===== src/rtl/syn_m_sched.sv =====
// GPS-disciplined second scheduler for the master sync path.
// Qualifies the GPS PPS against an expected window, tracks lock and holdover,
// and issues the fire_sync / fire_info strobes for the frame transmitters.
// Ports:
//   clk_sys    in   system clock
//   rst_n      in   synchronous reset, active-low
//   pluse_us   in   1-cycle strobe once per microsecond
//   gps_pluse  in   GPS PPS, asynchronous level
//   fire_sync  out  1-cycle strobe: start sync frame
//   fire_info  out  1-cycle strobe: start info frame, INFO_DLY_US after fire_sync
//   locked     out  1 while locked to PPS
//   holdover   out  1 while free-running after a missed PPS
//   err        out  timing error flag (level)
//   us_cnt     out  microsecond position within the current second
module syn_m_sched #(
    parameter int unsigned PERIOD_US   = 1000000,
    parameter int unsigned WIN_US      = 50,
    parameter int unsigned INFO_DLY_US = 100,
    parameter int unsigned HOLD_MAX    = 8
) (
    input  logic        clk_sys,
    input  logic        rst_n,
    input  logic        pluse_us,
    input  logic        gps_pluse,
    output logic        fire_sync,
    output logic        fire_info,
    output logic        locked,
    output logic        holdover,
    output logic        err,
    output logic [19:0] us_cnt
);
    localparam int unsigned CW = 20;
    localparam int unsigned MW = $clog2(HOLD_MAX + 1);

    localparam logic [CW-1:0] WIN_LO  = CW'(PERIOD_US - WIN_US);
    localparam logic [CW-1:0] WIN_HI  = CW'(PERIOD_US + WIN_US - 1);
    localparam logic [CW-1:0] WRAP_AT = CW'(PERIOD_US - 1);
    localparam logic [CW-1:0] WIN_C   = CW'(WIN_US);
    localparam logic [CW-1:0] DLY_C   = CW'(INFO_DLY_US);
    localparam logic [MW-1:0] HOLD_C  = MW'(HOLD_MAX);

    typedef enum logic [1:0] {
        ST_IDLE = 2'd0,
        ST_LOCK = 2'd1,
        ST_HOLD = 2'd2
    } state_t;

    state_t          r_state, w_state_nxt;
    logic [CW-1:0]   r_us_cnt, w_us_nxt;
    logic [CW-1:0]   r_dly_cnt, w_dly_nxt;
    logic [MW-1:0]   r_miss_cnt, w_miss_nxt;
    logic            r_armed, w_armed_nxt;
    logic            r_err, w_err_nxt;
    logic            r_fire_sync, w_fs_nxt;
    logic            r_fire_info, w_fi_nxt;
    logic            r_locked, r_holdover;
    logic            r_gps_meta, r_gps_sync, r_gps_dly, r_gps_rise;
    logic            w_in_win;

    // PPS synchronizer and registered rising-edge detect (rise 3 clk after input edge)
    always_ff @(posedge clk_sys) begin
        if (!rst_n) begin
            r_gps_meta <= 1'b0;
            r_gps_sync <= 1'b0;
            r_gps_dly  <= 1'b0;
            r_gps_rise <= 1'b0;
        end else begin
            r_gps_meta <= gps_pluse;
            r_gps_sync <= r_gps_meta;
            r_gps_dly  <= r_gps_sync;
            r_gps_rise <= r_gps_sync & ~r_gps_dly;
        end
    end

    assign w_in_win = (r_us_cnt >= WIN_LO) && (r_us_cnt <= WIN_HI);

    // Next-state, counter and strobe decisions
    always_comb begin
        w_state_nxt = r_state;
        w_us_nxt    = r_us_cnt;
        w_miss_nxt  = r_miss_cnt;
        w_err_nxt   = r_err;
        w_dly_nxt   = r_dly_cnt;
        w_armed_nxt = r_armed;
        w_fs_nxt    = 1'b0;
        w_fi_nxt    = 1'b0;

        unique case (r_state)
            ST_IDLE: begin
                w_us_nxt = '0;
                if (r_gps_rise) begin
                    w_state_nxt = ST_LOCK;
                    w_fs_nxt    = 1'b1;
                    w_err_nxt   = 1'b0;
                end
            end
            ST_LOCK: begin
                // A rise coinciding with a tick realigns; the tick is absorbed.
                if (r_gps_rise && w_in_win) begin
                    w_us_nxt  = '0;
                    w_fs_nxt  = 1'b1;
                    w_err_nxt = 1'b0;
                end else begin
                    if (r_gps_rise) begin
                        w_err_nxt = 1'b1;
                    end
                    if (pluse_us) begin
                        if (r_us_cnt == WIN_HI) begin
                            // PPS missed: fire late, but keep the nominal phase.
                            w_state_nxt = ST_HOLD;
                            w_us_nxt    = WIN_C;
                            w_fs_nxt    = 1'b1;
                            w_miss_nxt  = MW'(1);
                        end else begin
                            w_us_nxt = r_us_cnt + CW'(1);
                        end
                    end
                end
            end
            ST_HOLD: begin
                if (r_gps_rise) begin
                    // Early in the second the sync frame already went out.
                    w_state_nxt = ST_LOCK;
                    w_us_nxt    = '0;
                    w_miss_nxt  = '0;
                    w_fs_nxt    = (r_us_cnt >= WIN_C);
                end else if (pluse_us) begin
                    if (r_us_cnt == WRAP_AT) begin
                        w_us_nxt = '0;
                        if (r_miss_cnt + MW'(1) == HOLD_C) begin
                            w_state_nxt = ST_IDLE;
                            w_err_nxt   = 1'b1;
                            w_miss_nxt  = '0;
                        end else begin
                            w_fs_nxt   = 1'b1;
                            w_miss_nxt = r_miss_cnt + MW'(1);
                        end
                    end else begin
                        w_us_nxt = r_us_cnt + CW'(1);
                    end
                end
            end
            default: begin
                w_state_nxt = ST_IDLE;
                w_us_nxt    = '0;
            end
        endcase

        // Info-frame delay: every fire_sync restarts it, IDLE cancels it.
        if (w_fs_nxt) begin
            w_armed_nxt = 1'b1;
            w_dly_nxt   = '0;
        end else if (w_state_nxt == ST_IDLE) begin
            w_armed_nxt = 1'b0;
        end else if (r_armed && pluse_us) begin
            w_dly_nxt = r_dly_cnt + CW'(1);
            if (w_dly_nxt == DLY_C) begin
                w_fi_nxt    = 1'b1;
                w_armed_nxt = 1'b0;
            end
        end
    end

    // State, counters and registered outputs
    always_ff @(posedge clk_sys) begin
        if (!rst_n) begin
            r_state     <= ST_IDLE;
            r_us_cnt    <= '0;
            r_dly_cnt   <= '0;
            r_miss_cnt  <= '0;
            r_armed     <= 1'b0;
            r_err       <= 1'b0;
            r_fire_sync <= 1'b0;
            r_fire_info <= 1'b0;
            r_locked    <= 1'b0;
            r_holdover  <= 1'b0;
        end else begin
            r_state     <= w_state_nxt;
            r_us_cnt    <= w_us_nxt;
            r_dly_cnt   <= w_dly_nxt;
            r_miss_cnt  <= w_miss_nxt;
            r_armed     <= w_armed_nxt;
            r_err       <= w_err_nxt;
            r_fire_sync <= w_fs_nxt;
            r_fire_info <= w_fi_nxt;
            r_locked    <= (w_state_nxt == ST_LOCK);
            r_holdover  <= (w_state_nxt == ST_HOLD);
        end
    end

    assign fire_sync = r_fire_sync;
    assign fire_info = r_fire_info;
    assign locked    = r_locked;
    assign holdover  = r_holdover;
    assign err       = r_err;
    assign us_cnt    = r_us_cnt;

endmodule


===== config.mk =====
export PLATFORM = sky130hd
export DESIGN_NAME = syn_m_sched
export DESIGN_NICKNAME = d
export VERILOG_FILES = /design/src/rtl/syn_m_sched.sv
export SDC_FILE = /design/constraint.sdc
export NUM_CORES = 1
export LEC_CHECK = 0
export ABC_AREA = 1
export CAP_MARGIN = 20
export CORE_AREA = 10 10 130 132
export DETAILED_ROUTE_END_ITERATION = 10
export DIE_AREA = 0 0 140 142
export GPL_TIMING_DRIVEN = 0
export PLACE_DENSITY_LB_ADDON = 0.1
export SLEW_MARGIN = 30
export SYNTH_ARGS = -nofsm -noshare
export SYNTH_HDL_FRONTEND = slang
export SYNTH_SLANG_ARGS = --single-unit

===== constraint.sdc =====
create_clock -name clk_sys -period 2.4 [get_ports clk_sys]
set_input_delay 0.24 -clock clk_sys [delete_from_list [all_inputs] [get_ports clk_sys]]
set_output_delay 0.24 -clock clk_sys [all_outputs]
set_load 0.01 [all_outputs]

* Yosys cells after proc, flatten, opt, wreduce, memory -nomap -nowiden *
Index checks and enable logic that the tools add are counted.

word-level totals
  bits in registers = 56
  input port bits = 4
  logic and storage cells = 107

cells by class
  mux-type cells = 46
  reduce and logical (&&, ||, !) cells = 16
  equal/unequal tests = 20
  bitwise operators = 5
  magnitude comparators = 3
  add/subtract/negate cells = 3

operator list
  cell                   count
  $mux 20                6
  $add 20x1->20 const B  2
  $eq 20x20->1 const B   2
  $pmux 20 s2            1
  $mux 4                 7
  $eq 20x7->1 const B    1
  $ge 20x20->1 const B   1
  $ge 20x6->1 const B    1
  $le 20x20->1 const B   1
  $mux 1                 20
  $mux 2                 8
  $ne 2x2->1 const B     8
  $ne 3x3->1 const B     4
  $reduce_bool 3->1      3
  $pmux 4 s2             1
  $reduce_and 7->1       1
  $pmux 1 s3             2
  $pmux 2 s3             1
  $reduce_and 2->1       3
  $reduce_and 6->1       1
  $add 4x1->4 const B    1
  $eq 2x1->1 const B     2
  $eq 2x2->1 const B     2
  $eq 4x4->1 const B     1
  other kinds (7)        13

* Logic depth before layout (Yosys ltp) *
  depth after elaboration = 10
  depth in mapped cells = 20
  mapped depth without buffers = 19

* Worst setup path after synthesis *
No wires, ideal clock.

  kind = register to register
  from = register r_us_cnt[1], in the netlist us_cnt[1]
  to = register r_dly_cnt[10]
  cell stages (with the launch flop) = 18
  library setup time = 0.115 ns
  clock period less this slack = 2.070 ns
  path slack = 0.330 ns
  required time = 2.285 ns
  data arrival time = 1.955 ns
  cells stage by stage = dfxtp_1 ha_1 inv_1 nor2_4 nand2_4 nor2_4 inv_2 nor2_2 nand3_1 nand2_1 nand2_1 nand3_2 nand2_2 nand2_4 nand2_4 buf_4 a21oi_1 nor2_1

on the way
  cells in the longest elaborated chain, start to end = 8
  elaborated cells between the ends (all ways) = 25
  classes of those cells = order compare: 3; eq/ne: 2; mux: 14; bitwise: 1; reduce/logical: 5

RTL lines
  what                                       line     text
  start, declared                            49       logic [CW-1:0] r_us_cnt, w_us_nxt;
  start signal, assigned                     179      r_us_cnt <= w_us_nxt;
  $ge 20x20->1 (tied with other cells)       75       assign w_in_win = (r_us_cnt >= WIN_LO) && (r_us_cnt <= WIN_HI);
  $logic_and 1x1->1 (tied with other cells)  75
  $logic_and 1x1->1 (tied with other cells)  99       if (r_gps_rise && w_in_win) begin
  $mux 2 (on tied branches)                  99, 121
  $pmux 2 s3                                 88       unique case (r_state)
  $logic_not 2->1                            153      end else if (w_state_nxt == ST_IDLE) begin
  $not 1->1 (no line)                        n/a
  $reduce_and 2->1 (no line)                 n/a
  end signal, assigned                       180      r_dly_cnt <= w_dly_nxt;
  end, declared                              50       logic [CW-1:0] r_dly_cnt, w_dly_nxt;

Parallel ways exist; a longest one is shown, timed or not.
A chain may end at the register's enable or synchronous reset.

* Worst setup path in the final report *
  from = register r_dly_cnt[0]
  to = register r_armed

on the way
  cells in the longest elaborated chain, start to end = 4

RTL lines
  what                         line  text
  $add 20x1->20                156   w_dly_nxt = r_dly_cnt + CW'(1);
  $eq 20x7->1                  157   if (w_dly_nxt == DLY_C) begin
  $reduce_bool 3->1 (no line)  n/a
  $reduce_and 2->1 (no line)   n/a
  end signal, assigned         182   r_armed <= w_armed_nxt;
  end, declared                52    logic r_armed, w_armed_nxt;

Every way passes these cells.

==> qor.txt <==
Status -> finished, final reports clean
Final cycle utilization of the critical path -> 0.908
Root Buffer -> clkbuf_16
Largest family of logic cells by synthesized area -> simple AND/OR/NAND/NOR gates
Placement Setup Slack -> -0.157 ns
Clock sinks -> 56
R2R cell count -> 13
Commonest cells in the netlist -> 102 x nand2_1, 56 x dfxtp_1, 50 x nor2_1, 49 x a21oi_1, 44 x inv_1
First-pass DRT Iterations -> 4
Insertion delay to the later sink of the worst-skew pair -> 0.31 ns
Fraction of layout cells with a size suffix above 1 -> 0.176
Vias in the first global route -> 3185
HPWL after DPL -> 7450 um
Row count -> 44
Layout Nets -> 554
Largest net degree at the start of global routing -> 18
Worst-path clk slew -> 0.08 ns
Max-slew headroom -> 0.548
Final worst setup slack -> 0.221 ns
Layout area overhead -> 22.5%
PD cells -> 452 nW/um^2
Multi-input logic area -> 2190 um^2
Slew Limit Fails -> 0
Longest Clk Path Bufs -> 2
Most used DFF post-synth -> dfxtp_1
Vias per cell -> 4.51
Least-Margin Pin Slew -> 0.678 ns
Worst r2r dst -> r_armed
DRC -> 0
Gate power share -> 0.055
Compound-Gate Fraction of Synth Area -> 0.119
Critical path type -> register to register
Final setup viols -> 0
Yosys warns -> 0
Crit path DAT -> 2.38 ns
Net Sw Frac -> 0.235
Worst hold endpoint -> r_gps_rise
Kind of end point of the critical path -> register
Synth area leaders -> dfxtp_1 32%, nand2_1 11%, a21oi_1 7.0%
Post-synthesis register bit count -> 56
Worst hold path class -> register to register
Synth area leader -> dfxtp_1
Synth Cell Area -> 3530 um^2
Post-Synth Adder-Cell Area -> 0.0390
DR WL/cell -> 13.7 um
Overall Global Routing Usage -> 0.102
Max Cap Viol -> 0
Chip height -> 142 um
# IOs -> 29
Post-Route WL -> 9930 um
# hold bufs at CTS -> 0
Post-synthesis sequential area ratio -> 0.318
Global-route wire length before repair -> 16600 um
Fill cells -> 1583
Sequential share of power -> 0.481
Mean Syn Cell Area -> 7.01 um^2
FF-to-FF Start -> r_dly_cnt[0]
Initial Util -> 0.246
P_int -> 1.49 mW
WP data required -> 2.60 ns
Register Area -> 1130 um^2
CTS tree -> built
Syn nets -> 518
Sw Pwr -> 0.458 mW
CTS buffer count -> 5
Startpoint types -> register
Die Area -> 19900 um^2
R2R Setup Slk -> 0.22 ns
DR iter-0 viols -> 178
HP Start -> r_gps_dly
Core Area -> 14300 um^2
Gr ovfl total -> 0
Top-count cell post-synth -> nand2_1
Die width -> 140 um
Clock share of power -> 0.464
ANT cells -> 0
Initial antenna violation count -> 0
H-tree levels -> 2
Post-synthesis mux area share -> 0
Post-layout util -> 0.302
Synth unique cells -> 43
CP Max Fanout -> 4
Fmax -> 459 MHz
Asr flop ratio synth -> 0
Post-synthesis simple-gate area fraction -> 0.380
Hold Violations, Final -> 0
RSZ-0062 raised after global routing -> no
Leak -> 1.60 nW
Yosys top cell area share -> 0.318
Setup Skew -> 0.00362 ns
Synth Instances -> 503
DR vias -> 3265
Tmin final -> 2.18 ns
Routability congestion estimate -> 0.809
Worst VDD drop -> 0.352 mV
Hold Crit Depth -> 1
Post-synth EDFFs -> 0
Port-buffer cells -> 28
Routed Antenna Nets -> 0
Synth Area in XOR/XNOR -> 0.0596
[sequential cells by signal (all words and copies together) (netlist names)]
name        flops
us_cnt         20
r_dly_cnt      20
err             1
r_gps_sync      1
r_state         2
r_armed         1
holdover        1
locked          1
r_miss_cnt      4
fire_info       1
r_gps_dly       1
fire_sync       1
r_gps_meta      1
r_gps_rise      1
[how the worst max path moves through the flow]
stage / to / slack (ns) / startpoint
floorplan: r_dly_cnt[10] / 0.33 / us_cnt[1]
finish: r_armed / 0.22 / r_dly_cnt[0]
detailed placement: us_cnt[10] / -0.16 / r_state[0]
CTS: us_cnt[13] / -0.01 / r_state[0]
global placement: us_cnt[10] / -0.18 / r_state[0]
global route: r_dly_cnt[6] / 0.001 / us_cnt[1]
[logic make-up (layout without fill, tap and decap cells)]
group	count (synthesis)	count (layout)
xor gates and xnor gates	24	24
AOI/OAI and AO/OA	77	77
DFF	56	56
adders and majority gates	11	11
buffers and inverters	70	107
and+or+nand+nor	265	265
[metal layers]
layer | wire, um | track usage
met1 | 5160 | 0.139
met2 | 4220 | 0.155
met3 | 415 | 0.0290
met4 | 132 | 0.0283
met5 | 0 | 0
[layout make-up]
class,count,share of cell area
plain buffers,17,0.0246
clock buffers,6,0.0321
clock inverters,2,0.00898
inverters,53,0.0466
multi-input cells,377,0.507
flip-flops and latches,56,0.261
well taps,184,0.0533
repair buffers,29,0.0666
[power groups by stage]
stage / clock network, mW / registers (mW) / logic (mW)
CTS: 0.948 / 0.941 / 0.107
global placement: 0 / 0.962 / 0.107
global route: 0.981 / 0.941 / 0.121
floorplan: 0 / 0.962 / 0.0682
detailed placement: 0 / 0.962 / 0.107
finish: 0.904 / 0.939 / 0.107
[repair_timing]
action | 4_1_cts | 5_1_grt
pin swaps | 0 | 2
gates resized for setup | 6 | 27
buffers inserted | 0 | 1
endpoints found under the setup margin | 17 | 42
[critical path: stages, from the launching register on]
cell	delay [ns]
dfxtp_2	0.37
ha_2	0.21
nand3_1	0.14
nor2_2	0.18
nand2_2	0.10
nor2_4	0.14
nand2_1	0.13
xnor2_1	0.17
nor2_1	0.10
nand3b_1	0.11
nor2_1	0.13
nand3_2	0.11
o21ai_1	0.13
nand2_1	0.06
[per-stage QoR]
| stage | power (mW) | setup TNS, ns | instances | hold WS, ns | area, um^2 |
|---|---|---|---|---|---|
| floorplan | 1.03 | 0 | 503 | 0.338 | 3530 |
| finish | 1.95 | 0 | 724 | 0.386 | 4320 |
| global placement | 1.07 | -1.69 | 715 | 0.373 | 4040 |
| CTS | 2.00 | -0.0177 | 723 | 0.388 | 4230 |
| detailed placement | 1.07 | -1.20 | 715 | 0.376 | 4040 |
| global route | 2.04 | 0 | 724 | 0.427 | 4320 |
[cell usage in the layout (no fill, tap or decap), drive strengths merged]
cell type	instances
a211oi	1
a21o	1
a21oi	49
a22oi	1
a32oi	1
and2	1
buf	11
bufinv	1
clkbuf	13
clkdlybuf4s50	28
clkinv	2
dfxtp	56
ha	11
inv	52
nand2	112
nand3	50
nand3b	4
nand4	15
nor2	62
nor3	16
nor3b	2
nor4	1
o2111ai	2
o21ai	17
o21bai	3
o22ai	1
o31ai	1
or2	2
xnor2	11
xor2	13
No activity file was read; power rests on OpenSTA's default activity.
